## config.mk

```make
export PLATFORM = sky130hd
export DESIGN_NAME = fifo_uart_tx_flat
export DESIGN_NICKNAME = d
export VERILOG_FILES = /design/src/rtl/fifo_uart_tx_if.sv /design/src/rtl/fifo_uart_tx.sv /design/src/flat_wrapper.sv
export SDC_FILE = /design/constraint.sdc
export NUM_CORES = 1
export LEC_CHECK = 0
export CAP_MARGIN = 20
export CORE_AREA = 2 2 64 51
export CTS_CLUSTER_DIAMETER = 150
export CTS_CLUSTER_SIZE = 8
export DETAILED_ROUTE_END_ITERATION = 7
export DIE_AREA = 0 0 66 53
export PLACE_DENSITY = 0.65
export SLEW_MARGIN = 20
export SYNTH_ARGS = -nofsm -noshare
export SYNTH_HDL_FRONTEND = slang
export SYNTH_SLANG_ARGS = --single-unit
```

## constraint.sdc

```tcl
create_clock -name clk -period 2.2 [get_ports clk]
set_input_delay 0.44 -clock clk [delete_from_list [all_inputs] [get_ports clk]]
set_output_delay 0.44 -clock clk [all_outputs]
set_load 0.05 [all_outputs]
```

## src/rtl/fifo_uart_tx_if.sv

```systemverilog
// FIFO read-port bundle between a registered-read FIFO and its drain stage.
//   fifo_empty   : FIFO empty flag (driven by the FIFO)
//   fifo_rd_data : read data, valid the cycle after fifo_pop (driven by the FIFO)
//   fifo_pop     : pop request (driven by the drain stage)
// The master modport is the side that issues pops; the slave modport is the FIFO.
interface fifo_uart_tx_if #(
    parameter int DATA_W = 8
);
    logic              fifo_empty;
    logic [DATA_W-1:0] fifo_rd_data;
    logic              fifo_pop;

    modport master (
        input  fifo_empty,
        input  fifo_rd_data,
        output fifo_pop
    );

    modport slave (
        output fifo_empty,
        output fifo_rd_data,
        input  fifo_pop
    );
endinterface

```

## src/rtl/fifo_uart_tx.sv

```systemverilog
// fifo_uart_tx: drains a registered-read FIFO one word at a time and sends each
// word as a UART frame: start bit, DATA_W data bits LSB first, optional even
// parity bit, one stop bit. The line idles high.
// Ports:
//   clk        : clock
//   rst        : asynchronous active-high reset
//   en         : 1 = allowed to start new frames
//   fifo       : FIFO read port (master side: pop out, empty/rd_data in)
//   tx         : serial line output (registered)
//   busy       : 1 while a frame is in progress
//   frame_done : one-cycle pulse after each completed frame
module fifo_uart_tx #(
    parameter int DATA_W       = 8,
    parameter int CLKS_PER_BIT = 16,
    parameter int PARITY_EN    = 0
) (
    input  logic                  clk,
    input  logic                  rst,
    input  logic                  en,
    fifo_uart_tx_if.master        fifo,
    output logic                  tx,
    output logic                  busy,
    output logic                  frame_done
);
    localparam int BAUD_W = (CLKS_PER_BIT > 1) ? $clog2(CLKS_PER_BIT) : 1;
    localparam int BIT_W  = (DATA_W > 1) ? $clog2(DATA_W) : 1;
    localparam logic [BAUD_W-1:0] BAUD_LAST = BAUD_W'(CLKS_PER_BIT - 1);
    localparam logic [BIT_W-1:0]  BIT_LAST  = BIT_W'(DATA_W - 1);

    localparam logic [2:0] S_IDLE   = 3'd0;
    localparam logic [2:0] S_LOAD   = 3'd1;
    localparam logic [2:0] S_START  = 3'd2;
    localparam logic [2:0] S_DATA   = 3'd3;
    localparam logic [2:0] S_PARITY = 3'd4;
    localparam logic [2:0] S_STOP   = 3'd5;

    logic [2:0]        state_reg;
    logic [BAUD_W-1:0] baud_cnt_reg;
    logic [BIT_W-1:0]  bit_cnt_reg;
    logic [DATA_W-1:0] shreg_reg;
    logic              parity_reg;
    logic              tx_reg;
    logic              frame_done_reg;

    logic              bit_end;
    logic [DATA_W-1:0] shreg_shifted;

    assign bit_end       = (baud_cnt_reg == BAUD_LAST);
    assign shreg_shifted = shreg_reg >> 1;

    // Pop only from IDLE, so a frame can never consume more than one word.
    // rst is included so no pop leaks out while reset is held.
    assign fifo.fifo_pop = (state_reg == S_IDLE) && en && !fifo.fifo_empty && !rst;

    assign tx         = tx_reg;
    assign busy       = (state_reg != S_IDLE);
    assign frame_done = frame_done_reg;

    always_ff @(posedge clk or posedge rst) begin
        if (rst) begin
            state_reg      <= S_IDLE;
            baud_cnt_reg   <= '0;
            bit_cnt_reg    <= '0;
            shreg_reg      <= '0;
            parity_reg     <= 1'b0;
            tx_reg         <= 1'b1;
            frame_done_reg <= 1'b0;
        end else begin
            frame_done_reg <= 1'b0;
            case (state_reg)
                S_IDLE: begin
                    tx_reg       <= 1'b1;
                    baud_cnt_reg <= '0;
                    if (fifo.fifo_pop) begin
                        state_reg <= S_LOAD;
                    end
                end
                // Read data arrives this cycle (one after the pop); capture it
                // and launch the start bit on the same edge.
                S_LOAD: begin
                    shreg_reg    <= fifo.fifo_rd_data;
                    parity_reg   <= ^fifo.fifo_rd_data;
                    tx_reg       <= 1'b0;
                    baud_cnt_reg <= '0;
                    state_reg    <= S_START;
                end
                S_START: begin
                    if (bit_end) begin
                        baud_cnt_reg <= '0;
                        bit_cnt_reg  <= '0;
                        tx_reg       <= shreg_reg[0];
                        state_reg    <= S_DATA;
                    end else begin
                        baud_cnt_reg <= baud_cnt_reg + BAUD_W'(1);
                    end
                end
                // tx already holds shreg[0]; at each boundary the register
                // shifts and the next LSB is loaded into tx together.
                S_DATA: begin
                    if (bit_end) begin
                        baud_cnt_reg <= '0;
                        if (bit_cnt_reg == BIT_LAST) begin
                            if (PARITY_EN != 0) begin
                                tx_reg    <= parity_reg;
                                state_reg <= S_PARITY;
                            end else begin
                                tx_reg    <= 1'b1;
                                state_reg <= S_STOP;
                            end
                        end else begin
                            bit_cnt_reg <= bit_cnt_reg + BIT_W'(1);
                            shreg_reg   <= shreg_shifted;
                            tx_reg      <= shreg_shifted[0];
                        end
                    end else begin
                        baud_cnt_reg <= baud_cnt_reg + BAUD_W'(1);
                    end
                end
                S_PARITY: begin
                    if (bit_end) begin
                        baud_cnt_reg <= '0;
                        tx_reg       <= 1'b1;
                        state_reg    <= S_STOP;
                    end else begin
                        baud_cnt_reg <= baud_cnt_reg + BAUD_W'(1);
                    end
                end
                S_STOP: begin
                    if (bit_end) begin
                        baud_cnt_reg   <= '0;
                        frame_done_reg <= 1'b1;
                        state_reg      <= S_IDLE;
                    end else begin
                        baud_cnt_reg <= baud_cnt_reg + BAUD_W'(1);
                    end
                end
                default: begin
                    tx_reg    <= 1'b1;
                    state_reg <= S_IDLE;
                end
            endcase
        end
    end
endmodule
```

## src/flat_wrapper.sv

```systemverilog
// flat-port wrapper written by rule: the top's interface ports become plain ports
module fifo_uart_tx_flat 
#(
    parameter int DATA_W       = 8,
    parameter int CLKS_PER_BIT = 16,
    parameter int PARITY_EN    = 0
)
  (clk, rst, en, tx, busy, frame_done, fifo_fifo_empty, fifo_fifo_rd_data, fifo_fifo_pop);
  fifo_uart_tx_if #(.DATA_W(DATA_W)) fifo_i ();
  input  logic clk;
  input  logic rst;
  input  logic en;
  output logic tx;
  output logic busy;
  output logic frame_done;
  input wire logic [$bits(fifo_i.fifo_empty)-1:0] fifo_fifo_empty;
  input wire logic [$bits(fifo_i.fifo_rd_data)-1:0] fifo_fifo_rd_data;
  output wire logic [$bits(fifo_i.fifo_pop)-1:0] fifo_fifo_pop;
  assign fifo_i.fifo_empty = fifo_fifo_empty;
  assign fifo_i.fifo_rd_data = fifo_fifo_rd_data;
  assign fifo_fifo_pop = fifo_i.fifo_pop;
  fifo_uart_tx #(.DATA_W(DATA_W), .CLKS_PER_BIT(CLKS_PER_BIT), .PARITY_EN(PARITY_EN)) u_core (.clk(clk), .rst(rst), .en(en), .fifo(fifo_i), .tx(tx), .busy(busy), .frame_done(frame_done));
endmodule
```

=== Word level (Yosys, flattened, before mapping) ===
Index checks and enable logic that the tools add are counted.

* Bits in registers: 20
* Bits of input ports: 12
* Output and inout bits: 4

* $add $sub $neg: 2
* Equal/unequal tests: 14
* Mux-type cells: 22
* Bitwise logic cells: 1
* Reduce and logical (&&, ||, !) cells: 16

{| class="wikitable"
|+ Operators with widths
! operator !! number
|-
| $mux 3 || 8
|-
| $pmux 3 s6 || 1
|-
| $mux 8 || 2
|-
| $pmux 8 s2 || 1
|-
| $ne 2x1->1 const B || 5
|-
| $eq 3x3->1 const B || 3
|-
| $pmux 4 s2 || 1
|-
| $reduce_and 4->1 || 2
|-
| $eq 3x2->1 const B || 2
|-
| $mux 1 || 6
|-
| $pmux 3 s2 || 1
|-
| $reduce_and 6->1 || 1
|-
| $reduce_bool 2->1 || 3
|-
| $pmux 1 s5 || 1
|-
| $add 4x1->4 const B || 1
|-
| $eq 4x4->1 const B || 1
|-
| $mux 4 || 1
|-
| $ne 2x2->1 const B || 2
|-
| $reduce_or 4->1 || 1
|-
| $add 3x1->3 const B || 1
|-
| $eq 3x1->1 const B || 1
|-
| $logic_and 1x1->1 || 3
|-
| $logic_not 3->1 || 1
|-
| $reduce_and 3->1 || 1
|-
| 4 further kinds || 5
|}

=== Logic depth before layout (Yosys ltp) ===
Gate-level depths: netlist of the first run.

* Word-level depth: 6
* Depth in mapped cells: 8
* Depth with buffers taken out: 6

=== Worst setup path before layout of the first run ===
Ideal clock, no wire load.

* Path type: reg2out
* From: reg u_core.state_reg[1]
* To: out fifo_fifo_pop
* Arrival time: 1.926 ns
* Data required time: 1.760 ns
* Path slack: -0.166 ns
* Stages on the path, launching flop included: 6
* Path buffers: 2
* Cell sequence: dfrtp_1 buf_2 buf_2 nor2_1 nand2_1 nor2_1

* Word-level cells in the longest chain between the ends: 4

{| class="wikitable"
|+ Ends and longest elaborated chain
! element !! line !! RTL
|-
| start: declaration || fifo_uart_tx.sv:37 || <nowiki>logic [2:0] state_reg;</nowiki>
|-
| start signal: assignment || fifo_uart_tx.sv:61 || <nowiki>state_reg <= S_IDLE;</nowiki>
|-
| start signal: assignment || fifo_uart_tx.sv:75 || <nowiki>state_reg <= S_LOAD;</nowiki>
|-
| start signal: assignment || fifo_uart_tx.sv:85 || <nowiki>state_reg <= S_START;</nowiki>
|-
| $logic_not 3->1 || fifo_uart_tx.sv:53 || <nowiki>assign fifo.fifo_pop = (state_reg == S_IDLE) && en && !fifo.fifo_empty && !rst;</nowiki>
|-
| $logic_and 1x1->1 (3 in a row) || fifo_uart_tx.sv:53 ||
|-
| end: declaration || flat_wrapper.sv:18 || <nowiki>output wire logic [$bits(fifo_i.fifo_pop)-1:0] fifo_fifo_pop;</nowiki>
|}

No other way between the ends.

=== Worst setup path after layout of the first run ===
* From: in en
* To: out fifo_fifo_pop

* Word-level cells in the longest chain between the ends: 3

{| class="wikitable"
|+ Ends and longest elaborated chain
! element !! line !! RTL
|-
| start: declaration || flat_wrapper.sv:12 || <nowiki>input logic en;</nowiki>
|-
| $logic_and 1x1->1 (3 in a row) || fifo_uart_tx.sv:53 ||
|}

No other way between the ends.

==> results of run 1 <==
through the flow:
step / worst slack, ns / hold WS [ns] / power (W) / cells / utilization (%)
detailed placement: 0.0969 / 0.509 / 0.000412 / 174 / 49.9
CTS: 0.0961 / 0.527 / 0.000690 / 178 / 51.8
global placement: 0.109 / 0.511 / 0.000411 / 174 / 49.9
floorplan: 0.0535 / 0.403 / 0.000388 / 125 / -
finish: 0.102 / 0.527 / 0.000684 / 178 / 51.8
global route: 0.0771 / 0.555 / 0.000711 / 178 / 51.8
worst reg2reg max path: cells and delay by family, from the launching register on:
family                   cells  cell delay, ns
AND/OR/NAND/NOR              2            0.64
adder cells (fa/ha/maj)      2            0.45
flip-flops                   1            0.43
AO/OA/AOI/OAI                2            0.24
metal layers:
metal	share of wire (%)	track usage [%]
met3	3.9	4.47
met1	50	21.1
met5	0	0
met4	0.37	3.06
met2	45	23.9
power breakdown:
part	internal (W)	switching [W]
Combinational	0.0000213	0.0000118
Sequential	0.000369	0.00000157
Clock	0.000159	0.000121
final cells by class:
cell class	instances	area, um2	area share, %
repair buffers	19	200	13.6
multi-input cells	91	636	43.1
clock buffers	4	55.1	3.73
flip-flops and latches	20	502	34.0
inverters	6	36.3	2.46
well taps	38	47.5	3.22
synthesized netlist by cell type (all sizes together):
| master | n |
|---|---|
| inv | 5 |
| or2 | 1 |
| nand2b | 2 |
| and2 | 1 |
| a31o | 1 |
| bufinv | 1 |
| a21boi | 1 |
| and3 | 2 |
| or3b | 1 |
| nor3b | 1 |
| dfstp | 1 |
| o22ai | 11 |
| nand4 | 2 |
| nand2 | 15 |
| nand3 | 2 |
| a2bb2oi | 3 |
| mux2 | 1 |
| nor2b | 4 |
| dfrtp | 19 |
| a21o | 1 |
| a31oi | 2 |
| nand3b | 2 |
| buf | 8 |
| ha | 6 |
| o21ai | 12 |
| and4b | 1 |
| o21a | 1 |
| nor2 | 6 |
| a22oi | 1 |
| o31ai | 1 |
| a32o | 2 |
| a21oi | 8 |
cell families after synthesis:
group | count (synthesis) | share of synthesized area, %
AO/OA/AOI/OAI | 44 | 25.4
AND/OR/NAND/NOR | 40 | 18.6
flip-flops | 20 | 40.4
buffers and inverters | 14 | 8.57
adder cells (fa/ha/maj) | 6 | 6.05
multiplexers | 1 | 0.907
worst max path at each step:
stage	end	slack, ns	depth (start not counted)
CTS	fifo_fifo_pop	0.1	4
global route	fifo_fifo_pop	0.08	4
detailed placement	fifo_fifo_pop	0.1	4
floorplan	fifo_fifo_pop	0.05	5
finish	fifo_fifo_pop	0.10	4
global placement	fifo_fifo_pop	0.11	4
==> results.ini, run 1 <==
[run_status]
status=finished, final reports clean

[sta]
fmax_mhz=477
period_minus_slack_ns=2.10
hold_viol=0
skew_ns=0.00187
tightest_slew_ns=0.494
setup_tns_ns=0
drv_slew=0
min_period_over_period_pct=95.4
max-slew-margin-rel_pct=67.0
rsz0062_at_grt=no
setup_viol=0

[synth]
ys_warn_count=0
syn_inst=125
synth_nets=143
synth-seq-area-share_pct=40.4
yosys.area.top_type=dfrtp_1
ys_ff_latch=20
ys_types=39
syn_area_per_cell_um2=9.93
synth_top_area_share_pct=38.3
syn_area_um2=1240
synthTopCellsByArea=dfrtp_1 (38%), ha_1 (6.0%), o22ai_1 (5.0%), o21ai_0 (4.8%), nand2_1 (3.9%)

[clock_tree]
cts_setup_buffers=0
post_cts_resized=0
cts_buffers=3
clkLatencyLatePin_ns=0.26
cts_root_buf=clkbuf_8
numClockSinks=20
clkTransAtPathRegs_ns=0.07
h-tree-depth=1
cts_hold_buffers=0
cts.path.max_buffers=2
cts_tree=done

[critical_path]
r2r_start=u_core.bit_cnt_reg[0]$_DFFE_PP0P_
worstPathRequired_ns=1.76
worstRegToRegCells=6
path_cells=clkdlybuf4s50_1 > or3b_2 > nor2_2 > buf_12
end_kind=primary output
cp-start-kind=input port
critPathTopFamily=simple AND/OR/NAND/NOR gates
worst-path-buf-inv=2
cp-startpoint=en
r2r_end=u_core.shreg_reg[3]$_DFFE_PP0P_
cpPeakStageDelay_ns=0.46
path_class=in2out
rrSetupSlack_ns=0.33
worstPathArrival_ns=1.66
worstPathMaxFanout=2
crit_slowest_cell=or3b_2

[final_layout]
final_common_cell=dfrtp_1
fin_area_um2=1480
fin_nets=159
antennaDiodeCount=0
drive_gt1_share_pct=19.3
areaGrowthSynthToFinish_pct=19.0
largest_register_ffs=8
fill_cells=271
most-common-layout-cells=dfrtp_1 (19), nand2_1 (13), clkdlybuf4s50_1 (13), o21ai_0 (12), o22ai_1 (10)

[placement]
placed_area_um2=1420
io_buffers=15
place_congestion=0.727
dpl.hpwl_um=1800

[route]
drtIter0Drc=32
vias=962
drc=0
dr.pass1.iters=4
avgViaCountPerCell=5.40
wl_per_cell_um=13.5
drtAntennaViolNets=0
drt-total-wl_um=2400

[floorplan]
fp.dieW_um=66
start_util_pct=43.5
rows=17
dieArea_um2=3500
io_pins=16
core_area_um2=2850
die_h_um=53

[pwr]
vdd_ir_drop_max_mv=0.344
p_leak_nw=0.676
p_per_area_nw_per_um2=463

[grt]
grt_pass1_wl_um=4080
grt_pass1_vias=919
antenna_found_initial=0
grt-ovfl-total=0
grt_max_degree=21
grt_use_total_pct=15.3

[min_path]
min_path_type=in2async

[flow_run]
drv_cap=0

Note: power is estimated with default switching activity, not from simulation.
==> run 2, diff against run 1 <==
--- a/config.mk
+++ b/config.mk
@@ -6,12 +6,12 @@
 export NUM_CORES = 1
 export LEC_CHECK = 0
 export CAP_MARGIN = 20
-export CORE_AREA = 2 2 64 51
+export CORE_AREA = 2 2 68 54
+export CTS_BUF_LIST = sky130_fd_sc_hd__clkbuf_16
 export CTS_CLUSTER_DIAMETER = 150
 export CTS_CLUSTER_SIZE = 8
 export DETAILED_ROUTE_END_ITERATION = 7
-export DIE_AREA = 0 0 66 53
-export PLACE_DENSITY = 0.65
+export DIE_AREA = 0 0 70 56
 export SLEW_MARGIN = 20
 export SYNTH_ARGS = -nofsm -noshare
 export SYNTH_HDL_FRONTEND = slang
==> constraint.sdc (replaced) <==
create_clock -name clk -period 2.7 [get_ports clk]
set_input_delay 0.54 -clock clk [delete_from_list [all_inputs] [get_ports clk]]
set_output_delay 0.54 -clock clk [all_outputs]
set_load 0.05 [all_outputs]
==> results.ini, run 2 (synthesis gave the netlist of run 1 again) <==
[run_status]
status=finished, final reports clean

[route]
wl_met3_um=105
drc=0
avgViaCountPerCell=5.36
wl_per_cell_um=14.3
vias=949
drtAntennaViolNets=0
drt-met1-wl_um=1290
drtIter0Drc=46
dr.pass1.iters=4
drt-total-wl_um=2530
route.met2.wl_um=1110
top_layer_used=met4

[clock_tree]
numClockSinks=20
post_cts_resized=0
cts.path.max_buffers=2
cts_hold_buffers=0
clkTransAtPathRegs_ns=0.06
h-tree-depth=1
cts_setup_buffers=0
cts_buffers=3
cts_root_buf=clkbuf_16
clkLatencyLatePin_ns=0.25
cts_tree=done

[floorplan]
io_pins=16
dieArea_um2=3920
rows=18
core_area_um2=3200
die_h_um=56
fp.dieW_um=70
start_util_pct=38.8

[final_layout]
drive_gt1_share_pct=15.3
largest_register_ffs=8
final_common_cell=dfrtp_1
fill_cells=290
final_cells=177
most-common-layout-cells=dfrtp_1 (19), clkdlybuf4s50_1 (14), nand2_1 (13), o21ai_0 (12), o22ai_1 (10)
final_core_util_pct=45.9
areaGrowthSynthToFinish_pct=18.2
fin_nets=156
antennaDiodeCount=0

[grt]
grt_use_total_pct=13.4
grt-ovfl-total=0
grt_pass1_wl_um=4200
grt_max_degree=22
grt_pass1_vias=881
antenna_found_initial=0

[critical_path]
end_kind=primary output
worstPathMaxFanout=10
path_class=reg2out
cp-start-kind=flip-flop
worstPathArrival_ns=1.98
worstPathRequired_ns=2.16

[sta]
setup_slack_ns=0.178
setup_viol=0
period_minus_slack_ns=2.52
fmax_mhz=396
setup_tns_ns=0
skew_ns=0.00155
rsz0062_at_grt=no
max-slew-margin-rel_pct=49.6
min_period_over_period_pct=93.4
drv_slew=0
hold_viol=0
tightest_slew_ns=0.755

[pwr]
p_per_area_nw_per_um2=434
vdd_ir_drop_max_mv=0.282
p_leak_nw=0.664

[placement]
dp_slack_ns=0.356
io_buffers=15
place_congestion=0.783
dpl.hpwl_um=1820
placed_cells=173

[flow_run]
drv_cap=0

[min_path]
min_path_type=reg2reg

==> run 2: cell types whose count changed in the layout (fill, tap and decap cells not counted), sizes merged <==
cell	change
clkbuf	-1
clkdlybuf4s50	+1
clkinv	+1
buf	-4
==> run 2: routing by layer <==
layer / up-vias / global-route usage (%)
met5: - / 0
met4: 0 / 3.30
met3: 4 / 4.89
met2: 11 / 19.5
met1: 456 / 18.9
li1: 478 / -
==> run 2: final timing paths <==
| kind | cells past startpoint | from | to | slack (ns) |
|---|---|---|---|---|
| setup / recovery | 3 | u_core.state_reg[2]$_DFFE_PP0P_ | busy | 0.18 |
| hold / removal | 1 | u_core.shreg_reg[6]$_DFFE_PP0P_ | u_core.shreg_reg[6]$_DFFE_PP0P_ | 0.54 |
| setup reg to reg | 6 | u_core.bit_cnt_reg[0]$_DFFE_PP0P_ | u_core.shreg_reg[3]$_DFFE_PP0P_ | 0.73 |
| hold reg to reg | 1 | u_core.shreg_reg[6]$_DFFE_PP0P_ | u_core.shreg_reg[6]$_DFFE_PP0P_ | 0.54 |
| max in group asynchronous | 2 | rst | u_core.shreg_reg[7]$_DFFE_PP0P_ | 1.48 |
| min in group asynchronous | 2 | rst | u_core.state_reg[1]$_DFFE_PP0P_ | 0.75 |
==> run 2: area by class of cell <==
cell class / instances / area [um2] / share of cell area, %
tap: 40 / 50.0 / 3.41
sequential: 20 / 502 / 34.2
timing repair buffer: 16 / 168 / 11.4
inverter: 6 / 36.3 / 2.47
clock inverter: 1 / 3.75 / 0.256
clock buffer: 3 / 75.1 / 5.12
multi-input combinational: 91 / 633 / 43.1
==> run 2: critical path: stages (launching register included) <==
cell and delay (ns):
dfrtp_1 0.59, inv_1 0.21, nand2_1 0.13, clkdlybuf4s50_1 0.80
==> run 2: power by group <==
group / total [W] / leakage (nW) / internal [W] / switching, W
registers: 0.000303 / 0.256 / 0.000301 / 0.00000125
clock network: 0.000309 / 0.0385 / 0.000197 / 0.000112
logic: 0.0000255 / 0.369 / 0.0000163 / 0.00000912
==> run 2: through the flow <==
| stage | total power (W) | cell area (um2) | hold slack [ns] |
|---|---|---|---|
| after floorplan | 0.000316 | 1240 | 0.479 |
| after global placement | 0.000334 | 1390 | 0.506 |
| after detailed placement | 0.000334 | 1390 | 0.520 |
| after CTS | 0.000645 | 1470 | 0.535 |
| after global routing | 0.000655 | 1470 | 0.551 |
| final | 0.000638 | 1470 | 0.538 |
==> run 3, diff against run 2 <==
--- a/config.mk
+++ b/config.mk
@@ -5,7 +5,7 @@
 export SDC_FILE = /design/constraint.sdc
 export NUM_CORES = 1
 export LEC_CHECK = 0
-export CAP_MARGIN = 20
+export CAP_MARGIN = 10
 export CORE_AREA = 2 2 68 54
 export CTS_BUF_LIST = sky130_fd_sc_hd__clkbuf_16
 export CTS_CLUSTER_DIAMETER = 150
==> results of run 3 <==
Final layout, timing and power as in run 2 (identical DEF).
